`config.mk`:
```
export PLATFORM = sky130hd
export DESIGN_NAME = im_loader_flat
export DESIGN_NICKNAME = d
export VERILOG_FILES = /design/src/rtl/im_loader_if.sv /design/src/rtl/im_loader.sv /design/src/flat_wrapper.sv
export SDC_FILE = /design/constraint.sdc
export NUM_CORES = 1
export LEC_CHECK = 0
export ABC_AREA = 1
export CAP_MARGIN = 20
export CELL_PAD_IN_SITES_DETAIL_PLACEMENT = 1
export CELL_PAD_IN_SITES_GLOBAL_PLACEMENT = 2
export CORE_ASPECT_RATIO = 1.2
export CORE_MARGIN = 2
export CORE_UTILIZATION = 31
export CTS_BUF_LIST = sky130_fd_sc_hd__clkbuf_16
export CTS_CLUSTER_DIAMETER = 40
export DETAILED_ROUTE_END_ITERATION = 8
export GPL_ROUTABILITY_DRIVEN = 0
export PLACE_DENSITY = 0.9
export SETUP_SLACK_MARGIN = 0.2
export SLEW_MARGIN = 20
export SYNTH_ARGS = -nofsm -noshare
export SYNTH_HDL_FRONTEND = slang
export SYNTH_SLANG_ARGS = --single-unit
```
`constraint.sdc`:
```
create_clock -name clk -period 2.6 [get_ports clk]
set_input_delay 0.52 -clock clk [delete_from_list [all_inputs] [get_ports clk]]
set_output_delay 0.52 -clock clk [all_outputs]
set_load 0.05 [all_outputs]
```
`src/rtl/im_loader_if.sv`:
```
// im_loader_if: host-side byte stream, control and IM write port of the instruction
// memory loader, bundled into one interface.
//
//   start, load_len        host -> loader  load request and word count
//   byte_in, byte_valid    host -> loader  big-endian byte stream
//   byte_ready             loader -> host  loader accepts a byte this cycle
//   we, waddr, wdata       loader -> IM    one-cycle word write
//   busy, done, err        loader -> host  status
//
// The host (or testbench) takes the master modport; the loader takes the slave modport.
interface im_loader_if #(
  parameter int unsigned LENW = 11
) ();

  logic            start;
  logic [LENW-1:0] load_len;
  logic [7:0]      byte_in;
  logic            byte_valid;
  logic            byte_ready;
  logic            we;
  logic [31:0]     waddr;
  logic [31:0]     wdata;
  logic            busy;
  logic            done;
  logic            err;

  modport master (
    output start,
    output load_len,
    output byte_in,
    output byte_valid,
    input  byte_ready,
    input  we,
    input  waddr,
    input  wdata,
    input  busy,
    input  done,
    input  err
  );

  modport slave (
    input  start,
    input  load_len,
    input  byte_in,
    input  byte_valid,
    output byte_ready,
    output we,
    output waddr,
    output wdata,
    output busy,
    output done,
    output err
  );

endinterface

```
`src/rtl/im_loader.sv`:
```
// im_loader: write-side companion of the instruction memory. Accepts a byte stream,
// packs it into big-endian 32-bit words and issues one-cycle writes into the IM,
// starting at BASE and advancing one word per write.
//
// Ports:
//   clk    system clock, rising edge
//   reset  asynchronous, active-low reset
//   bus    im_loader_if.slave: start/load_len in, byte_in/byte_valid in,
//          byte_ready out, we/waddr/wdata out, busy/done/err out
//
// Parameters:
//   BASE   byte address of the first word written
//   DEPTH  IM capacity in words (largest legal load_len)
//   LENW   width of load_len; must be able to hold DEPTH
//
// Every output is a register. A load runs RECV (4 byte accepts) -> WRITE (1 cycle)
// per word, so throughput is at most one word per 5 cycles.
module im_loader #(
  parameter logic [31:0] BASE  = 32'h0000_3000,
  parameter int unsigned DEPTH = 1024,
  parameter int unsigned LENW  = 11
) (
  input logic        clk,
  input logic        reset,
  im_loader_if.slave bus
);

  typedef enum logic [1:0] {
    StIdle,
    StRecv,
    StWrite,
    StDone
  } state_e;

  state_e          state_q, state_d;
  logic [1:0]      byte_cnt_q, byte_cnt_d;
  logic [LENW-1:0] word_cnt_q, word_cnt_d;
  logic [LENW-1:0] len_q, len_d;
  logic [31:0]     asm_q, asm_d;
  logic [31:0]     waddr_q, waddr_d;
  logic [31:0]     wdata_q, wdata_d;
  logic            byte_ready_q, byte_ready_d;
  logic            we_q, we_d;
  logic            busy_q, busy_d;
  logic            done_q, done_d;
  logic            err_q, err_d;

  logic            byte_acc;
  logic [31:0]     asm_next;
  logic [LENW-1:0] word_cnt_inc;
  logic            len_zero;
  logic            len_over;

  // byte_ready is registered, so the handshake uses the value the host saw this cycle.
  assign byte_acc     = bus.byte_valid && byte_ready_q;
  assign asm_next     = {asm_q[23:0], bus.byte_in};
  assign word_cnt_inc = word_cnt_q + LENW'(1);
  assign len_zero     = (bus.load_len == '0);
  assign len_over     = (32'(bus.load_len) > DEPTH);

  always_comb begin
    state_d      = state_q;
    byte_cnt_d   = byte_cnt_q;
    word_cnt_d   = word_cnt_q;
    len_d        = len_q;
    asm_d        = asm_q;
    waddr_d      = waddr_q;
    wdata_d      = wdata_q;
    byte_ready_d = byte_ready_q;
    we_d         = 1'b0;
    busy_d       = busy_q;
    done_d       = done_q;
    err_d        = err_q;

    unique case (state_q)
      StIdle, StDone: begin
        if (bus.start) begin
          done_d = 1'b0;
          err_d  = 1'b0;
          if (len_over) begin
            // Rejected request: nothing is written and no stream is opened.
            state_d = StIdle;
            err_d   = 1'b1;
          end else if (len_zero) begin
            state_d = StDone;
            done_d  = 1'b1;
          end else begin
            state_d      = StRecv;
            byte_cnt_d   = 2'd0;
            word_cnt_d   = '0;
            len_d        = bus.load_len;
            asm_d        = '0;
            waddr_d      = BASE;
            busy_d       = 1'b1;
            byte_ready_d = 1'b1;
          end
        end
      end

      StRecv: begin
        if (byte_acc) begin
          asm_d      = asm_next;
          byte_cnt_d = byte_cnt_q + 2'd1;
          if (byte_cnt_q == 2'd3) begin
            // Fourth byte: the word is complete, so present the write immediately and
            // close the stream for the WRITE cycle.
            state_d      = StWrite;
            byte_ready_d = 1'b0;
            we_d         = 1'b1;
            wdata_d      = asm_next;
          end
        end
      end

      StWrite: begin
        word_cnt_d = word_cnt_inc;
        if (word_cnt_inc == len_q) begin
          state_d = StDone;
          busy_d  = 1'b0;
          done_d  = 1'b1;
        end else begin
          state_d      = StRecv;
          byte_ready_d = 1'b1;
          waddr_d      = waddr_q + 32'd4;
        end
      end

      default: begin
        state_d = StIdle;
      end
    endcase
  end

  always_ff @(posedge clk or negedge reset) begin
    if (!reset) begin
      state_q      <= StIdle;
      byte_cnt_q   <= 2'd0;
      word_cnt_q   <= '0;
      len_q        <= '0;
      asm_q        <= '0;
      waddr_q      <= BASE;
      wdata_q      <= '0;
      byte_ready_q <= 1'b0;
      we_q         <= 1'b0;
      busy_q       <= 1'b0;
      done_q       <= 1'b0;
      err_q        <= 1'b0;
    end else begin
      state_q      <= state_d;
      byte_cnt_q   <= byte_cnt_d;
      word_cnt_q   <= word_cnt_d;
      len_q        <= len_d;
      asm_q        <= asm_d;
      waddr_q      <= waddr_d;
      wdata_q      <= wdata_d;
      byte_ready_q <= byte_ready_d;
      we_q         <= we_d;
      busy_q       <= busy_d;
      done_q       <= done_d;
      err_q        <= err_d;
    end
  end

  assign bus.byte_ready = byte_ready_q;
  assign bus.we         = we_q;
  assign bus.waddr      = waddr_q;
  assign bus.wdata      = wdata_q;
  assign bus.busy       = busy_q;
  assign bus.done       = done_q;
  assign bus.err        = err_q;

  // A write cycle never overlaps byte acceptance and only happens mid-load.
  a_we_not_ready: assert property (@(posedge clk) disable iff (!reset) we_q |-> !byte_ready_q);
  a_we_busy:      assert property (@(posedge clk) disable iff (!reset) we_q |-> busy_q);

endmodule

```
`src/flat_wrapper.sv`:
```
// flat-port wrapper written by rule: the top's interface ports become plain ports
module im_loader_flat 
#(
  parameter logic [31:0] BASE  = 32'h0000_3000,
  parameter int unsigned DEPTH = 1024,
  parameter int unsigned LENW  = 11
)
  (clk, reset, bus_start, bus_load_len, bus_byte_in, bus_byte_valid, bus_byte_ready, bus_we, bus_waddr, bus_wdata, bus_busy, bus_done, bus_err);
  im_loader_if #(.LENW(LENW)) bus_i ();
  input logic clk;
  input logic reset;
  input wire logic [$bits(bus_i.start)-1:0] bus_start;
  input wire logic [$bits(bus_i.load_len)-1:0] bus_load_len;
  input wire logic [$bits(bus_i.byte_in)-1:0] bus_byte_in;
  input wire logic [$bits(bus_i.byte_valid)-1:0] bus_byte_valid;
  output wire logic [$bits(bus_i.byte_ready)-1:0] bus_byte_ready;
  output wire logic [$bits(bus_i.we)-1:0] bus_we;
  output wire logic [$bits(bus_i.waddr)-1:0] bus_waddr;
  output wire logic [$bits(bus_i.wdata)-1:0] bus_wdata;
  output wire logic [$bits(bus_i.busy)-1:0] bus_busy;
  output wire logic [$bits(bus_i.done)-1:0] bus_done;
  output wire logic [$bits(bus_i.err)-1:0] bus_err;
  assign bus_i.start = bus_start;
  assign bus_i.load_len = bus_load_len;
  assign bus_i.byte_in = bus_byte_in;
  assign bus_i.byte_valid = bus_byte_valid;
  assign bus_byte_ready = bus_i.byte_ready;
  assign bus_we = bus_i.we;
  assign bus_waddr = bus_i.waddr;
  assign bus_wdata = bus_i.wdata;
  assign bus_busy = bus_i.busy;
  assign bus_done = bus_i.done;
  assign bus_err = bus_i.err;
  im_loader #(.BASE(BASE), .DEPTH(DEPTH), .LENW(LENW)) u_core (.clk(clk), .reset(reset), .bus(bus_i));
endmodule
```
==> flow_summary_export.csv, run 1 <==
group,metric,value,unit
cts,htreeDepth,4,
critical_path,worst-path-buf-inv,1,
critical_path,endpoint_kind,"output port",
pwr,power.internal,0.00474,W
global_route,grt_pass1_wl,29300,µm
finish,antenna_cells,0,
critical_path,path_class,"reg -> out",
global_route,grt-ovfl-total,0,
sta,setup_viol,0,
die,die_x,131,µm
critical_path,cp.depth,1,
logic_synthesis,async_flop_share,1.00,
finish,layout_commonest_cell,"nand2_1",
finish,design_area,7930,µm²
logic_synthesis,synth_compound_area_frac,0.0739,
logic_synthesis,yosysUniqueCellTypes,32,
sta,skew,0.00854,ns
logic_synthesis,synthSimpleGateAreaFrac,0.298,
detailed_routing,final_antenna_net_count,0,
critical_path,start_kind,"flip-flop",
cts,cts_setup_buffers,0,
global_route,antenna_found_initial,0,
die,dieHeight,157,µm
critical_path,cp.required,2.08,ns
global_route,grt.total_usage,0.179,
critical_path,cp-startpoint,"u_core.bus.waddr[17]",
pwr,p_leak,3.60,nW
detailed_routing,vias_per_cell,4.75,
die,core_area,18900,µm²
sta,whs,0.0217,ns
logic_synthesis,synth.yosys.warnings,0,
cts,clockBufferDepth,2,
critical_path,regToRegSetupSlack,0.39,ns
sta,slew_violations,0,
pwr,p_clk_frac,0.279,
cts,cts.reportedPaths.clkPinSlew,0.06,ns
pwr,swShare,0.432,
critical_path,worstPathCellList,"clkdlybuf4s50_1",
global_route,grt_pass1_vias,5860,
logic_synthesis,synthAdderAreaFrac,0.0104,
sta,min_period,2.32,ns
detailed_routing,route.detailed.drc,0,
detailed_routing,drt_pass1_iterations,4,
sta,worst_pin_slew,0.537,ns
sta,rsz0062_at_grt,"no",
sta,maxClockFrequency,0.431,GHz
critical_path,r2r_cells,10,
pwr,powerDensity,1050,nW/µm²
critical_path,crit_fanout,7,
detailed_routing,drt_wl_total,17400,µm
finish,n_fill_cell,2282,
logic_synthesis,synth_mux_area_frac,0.0150,
sta,finalCritPeriodShare,0.893,
logic_synthesis,syn_inst,780,
pwr,p_seq_frac,0.309,
placed_design,hpwlAfterDp,12800,µm
logic_synthesis,postSynthAreaPerCell,7.71,µm²
cts,root_buffer,"clkbuf_16",
placed_design,pre_cts_ws,0.101,ns
detailed_routing,drtIter0Drc,192,
flow_run,drv_cap,0,
sta,slew_headroom,0.641,
pwr,ir_worst_vdd,0.000532,V
cts,clock_sinks,117,
global_route,grt_util_met2,0.311,
pwr,p_comb_frac,0.412,
cts,ctsHoldBuffers,0,
global_route,top_usage_layer,"met2",
logic_synthesis,yosysSeqAreaShare,0.487,
cts,numCtsBuffers,17,
logic_synthesis,synthXorXnorAreaFrac,0.0320,
finish,nets,910,
finish,layout-drive-gt1-share,0.0950,
logic_synthesis,synth-edff-count,0,
critical_path,rr_endpoint,"u_core.bus.waddr[24]",
detailed_routing,avgRoutedWirePerCell,15.2,µm
placed_design,postPlaceCellArea,7280,µm²
die,rows,55,
critical_path,cp_top_family,"buffers and inverters",
logic_synthesis,syn_area,6010,µm²
finish,area_growth,31.9,%
logic_synthesis,synth_top_family_by_area,"simple AND/OR/NAND/NOR gates",
critical_path,max_stage_delay,0.87,ns
finish,most-common-layout-cells,"nand2_1, dfrtp_1, nor2_1",
critical_path,critPathCapture,"bus_waddr[17]",
die,die-area,20500,µm²
logic_synthesis,ys.flop_type,"dfrtp_1",
sta,setup_ws,0.277,ns
die,num_io_pins,92,
global_route,grt_max_degree,52,
cts,cts_tree,"done",
critical_path,worstPathArrival,1.80,ns
detailed_routing,vias,5472,
die,start_util,0.318,
critical_path,r2r_start,"u_core.bus.waddr[2]",
global_route,use_met3,0.0305,
sta,setup-tns-final,0,ns
status,status,"finished clean",
hold_path,hp-class,"in -> async",
global_route,grt_use_met1,0.218,
logic_synthesis,synth_seq_cells,117,
pwr,power.switching,0.00361,W
placed_design,numPortBuffers,89,
sta,hold_violations,0,
critical_path,cp_slowest_cell,"clkdlybuf4s50_1",
cts,clk_latency,0.43,ns
-- state kept, by name, summed over array words and instances (netlist names) --
name / cells
u_core.word_cnt_q: 11
u_core.bus.done: 1
u_core.bus.byte_ready: 1
u_core.bus.busy: 1
u_core.bus.wdata: 32
u_core.asm_q: 24
u_core.bus.we: 1
u_core.bus.waddr: 30
u_core.state_q: 2
u_core.bus.err: 1
u_core.len_q: 11
u_core.byte_cnt_q: 2
-- worst min-delay path by stage --
stage,from,to,slack (ns),depth (start not counted)
after floorplan,reset,u_core.asm_q[0],0.22,0
after global placement,reset,u_core.len_q[3],0.47,1
after detailed placement,reset,u_core.len_q[3],0.47,1
after CTS,reset,u_core.word_cnt_q[3],0.02,1
after global routing,reset,u_core.word_cnt_q[8],0.03,1
final,reset,u_core.word_cnt_q[3],0.02,1
-- synthesized netlist by cell type, types with 2 or more instances --
master / instances / area (µm²)
nand2_1: 193 / 724
dfrtp_1: 115 / 2880
nor2_1: 103 / 387
inv_1: 90 / 338
nand3_1: 82 / 410
a21oi_1: 32 / 160
o22ai_1: 25 / 156
o21ai_0: 23 / 115
nor3_1: 21 / 105
xor2_1: 15 / 131
clkbuf_1: 12 / 45.0
nand4_1: 11 / 68.8
mux2_2: 8 / 90.1
buf_1: 7 / 26.3
xnor2_1: 7 / 61.3
ha_1: 5 / 62.6
buf_2: 4 / 20.0
buf_4: 3 / 22.5
buf_6: 3 / 33.8
nand2_2: 3 / 18.8
nor2_2: 3 / 18.8
dfstp_2: 2 / 52.6
inv_2: 2 / 7.51
nor2_4: 2 / 22.5
or2_2: 2 / 12.5
-- per-layer routing --
metal	vias up	routed length (µm)
met5	-	0
met2	107	8720
met1	2635	7750
met3	25	553
met4	0	408
li1	2705	-
-- per-stage QoR --
step	power [W]	instances	util
detailed placement	0.00597	1119	0.385
global placement	0.00590	1119	0.385
floorplan	0.00480	781	-
global route	0.00891	1151	0.419
CTS	0.00839	1151	0.416
finish	0.00836	1151	0.419
-- power groups by stage --
stage / Clock, W / Sequential, W / Combinational (W)
floorplan: 0 / 0.00325 / 0.00156
global placement: 0 / 0.00258 / 0.00331
detailed placement: 0 / 0.00260 / 0.00337
CTS: 0.00239 / 0.00258 / 0.00342
global route: 0.00247 / 0.00264 / 0.00380
finish: 0.00233 / 0.00258 / 0.00344
-- what timing repair did --
| item | 4_1_cts | 5_1_grt |
|---|---|---|
| pin swaps | 0 | 0 |
| resized for setup | 2 | 14 |
| endpoints found under the setup margin | 10 | 36 |
-- cell families after synthesis --
| family | after synthesis |
|---|---|
| simple gates | 423 |
| flops | 117 |
| other cells | 1 |
| compound gates | 82 |
| fa+ha+maj | 5 |
| buf+inv | 122 |
| xor+xnor | 22 |
| mux | 8 |
-- cell type report --
class                   instances  area, µm²  area share
flip-flops and latches        117       2930       0.370
clock buffers                  17        425      0.0536
multi-input cells             542       2650       0.335
repair buffers                111       1090       0.138
clock inverters                15        156      0.0197
inverters                      93        349      0.0440
well taps                     256        320      0.0404
Note: power is estimated with default switching activity, not from simulation.
==> inputs of run 2 (changes only) <==
--- a/config.mk
+++ b/config.mk
@@ -14,6 +14,7 @@
 export CORE_UTILIZATION = 31
 export CTS_BUF_LIST = sky130_fd_sc_hd__clkbuf_16
 export CTS_CLUSTER_DIAMETER = 40
+export CTS_CLUSTER_SIZE = 12
 export DETAILED_ROUTE_END_ITERATION = 8
 export GPL_ROUTABILITY_DRIVEN = 0
 export PLACE_DENSITY = 0.9
==> results of run 2 <==
Final layout, timing and power as in run 1 (identical DEF).
==> inputs of run 3 (changes only) <==
--- a/config.mk
+++ b/config.mk
@@ -6,11 +6,11 @@
 export NUM_CORES = 1
 export LEC_CHECK = 0
 export ABC_AREA = 1
+export ABC_CLOCK_PERIOD_IN_PS = 2600
 export CAP_MARGIN = 20
 export CELL_PAD_IN_SITES_DETAIL_PLACEMENT = 1
 export CELL_PAD_IN_SITES_GLOBAL_PLACEMENT = 2
 export CORE_ASPECT_RATIO = 1.2
-export CORE_MARGIN = 2
 export CORE_UTILIZATION = 31
 export CTS_BUF_LIST = sky130_fd_sc_hd__clkbuf_16
 export CTS_CLUSTER_DIAMETER = 40
==> run 3 against run 2 <==
Clock skew is 0.00093 ns lower. Largest power group unchanged. Via count is 1.7% higher. Critical path type unchanged. Largest cell class unchanged. Non-clock buffer count is 3 higher.
==> flow_summary_export.csv, run 3 (synthesized netlist as in run 1, its figures left out) <==
group,metric,value,unit
finish,layout_commonest_cell,"nand2_1",
die,die_x,129,µm
global_route,antenna_found_initial,0,
critical_path,cp_slowest_cell,"clkdlybuf4s50_1",
status,status,"finished clean",
critical_path,r2r_cells,13,
global_route,top_usage_layer,"met2",
critical_path,cp_top_family,"buffers and inverters",
cts,cts.reportedPaths.clkPinSlew,0.06,ns
sta,maxClockFrequency,0.429,GHz
detailed_routing,vias,5565,
global_route,grt_use_met1,0.228,
critical_path,worstPathArrival,1.81,ns
critical_path,cp.required,2.08,ns
cts,clk_latency,0.43,ns
critical_path,worst-path-buf-inv,1,
placed_design,hpwlAfterDp,12700,µm
cts,htreeDepth,4,
critical_path,r2r_start,"u_core.word_cnt_q[1]",
critical_path,worstPathCellList,"clkdlybuf4s50_1",
finish,n_fill_cell,2276,
cts,clockBufferDepth,2,
finish,nets,914,
critical_path,path_class,"reg -> out",
critical_path,rr_endpoint,"u_core.bus.waddr[26]",
sta,min_period,2.33,ns
finish,most-common-layout-cells,"nand2_1, dfrtp_1, nor2_1",
die,dieHeight,155,µm
critical_path,endpoint_kind,"output port",
flow_run,drv_cap,0,
critical_path,cp-startpoint,"u_core.bus.waddr[4]",
pwr,p_leak,3.61,nW
die,die-area,20000,µm²
pwr,powerDensity,1050,nW/µm²
sta,finalCritPeriodShare,0.897,
finish,layout-drive-gt1-share,0.0945,
global_route,grt_util_met2,0.328,
sta,skew,0.00761,ns
sta,rsz0062_at_grt,"no",
finish,antenna_cells,0,
die,num_io_pins,92,
sta,slew_headroom,0.632,
sta,hold_violations,0,
placed_design,numPortBuffers,89,
critical_path,start_kind,"flip-flop",
global_route,use_met3,0.0419,
pwr,ir_worst_vdd,0.000611,V
detailed_routing,final_antenna_net_count,0,
global_route,grt-ovfl-total,0,
global_route,grt_pass1_vias,5799,
detailed_routing,route.detailed.drc,0,
die,core_area,18900,µm²
global_route,grt_pass1_wl,29100,µm
die,start_util,0.318,
finish,area_growth,33.2,%
detailed_routing,avgRoutedWirePerCell,15.6,µm
sta,worst_pin_slew,0.550,ns
critical_path,regToRegSetupSlack,0.37,ns
finish,post-route-util,0.423,
detailed_routing,drt_pass1_iterations,4,
critical_path,max_stage_delay,0.87,ns
detailed_routing,drt_wl_total,18000,µm
cts,clock_sinks,117,
sta,setup-tns-final,0,ns
hold_path,hp-class,"in -> async",
cts,root_buffer,"clkbuf_16",
die,rows,55,
global_route,grt.total_usage,0.188,
critical_path,crit_fanout,7,
sta,setup_viol,0,
cts,cts_tree,"done",
finish,largest_register_ff_count,32,
sta,slew_violations,0,
detailed_routing,drtIter0Drc,215,
cts,numCtsBuffers,17,
global_route,grt_max_degree,45,
detailed_routing,vias_per_cell,4.82,
-- run 3: worst max-delay path by stage --
| stage | end | cells past startpoint |
|---|---|---|
| after global routing | u_core.bus.waddr[3] | 13 |
| after CTS | u_core.bus.waddr[2] | 15 |
| final | bus_waddr[4] | 1 |
| after floorplan | u_core.bus.waddr[24] | 10 |
| after detailed placement | u_core.bus.waddr[2] | 12 |
| after global placement | u_core.bus.waddr[24] | 12 |
-- run 3: cell type report --
class | count | area [µm²] | share of cell area
clock buffers | 17 | 425 | 0.0531
clock inverters | 15 | 158 | 0.0197
inverters | 93 | 349 | 0.0436
multi-input cells | 543 | 2670 | 0.333
flip-flops and latches | 117 | 2930 | 0.366
well taps | 256 | 320 | 0.0400
repair buffers | 114 | 1160 | 0.145
-- run 3: report_power, final --
part / switching (W) / internal, W
Sequential: 0.000300 / 0.00227
Clock: 0.000998 / 0.00136
Combinational: 0.00239 / 0.00108
-- run 3: stage by stage --
stage / hold WS [ns] / cell area [µm²] / cells / total power [W] / worst slack (ns)
4_1_cts: 0.0691 / 7880 / 1148 / 0.00837 / 0.190
5_1_grt: 0.0794 / 8010 / 1155 / 0.00893 / 0.166
3_5_place_dp: 0.494 / 7280 / 1116 / 0.00595 / 0.0825
3_3_place_gp: 0.468 / 7280 / 1116 / 0.00586 / 0.172
6_report: 0.0654 / 8010 / 1155 / 0.00839 / 0.268
2_1_floorplan: 0.224 / 6020 / 781 / 0.00480 / 0.526
-- run 3: per-layer routing --
| layer | wire length, µm | share of wire |
|---|---|---|
| met1 | 7910 | 0.44 |
| met3 | 653 | 0.036 |
| met2 | 9170 | 0.51 |
| met5 | 0 | 0 |
| met4 | 262 | 0.015 |
-- run 3: what timing repair did --
item                       CTS  global route
gates cloned                 0             2
buffers inserted             0             5
gates resized for setup      3            11
pin swaps                    0             6
hold buffers                 0             0
setup endpoints to repair   31            31
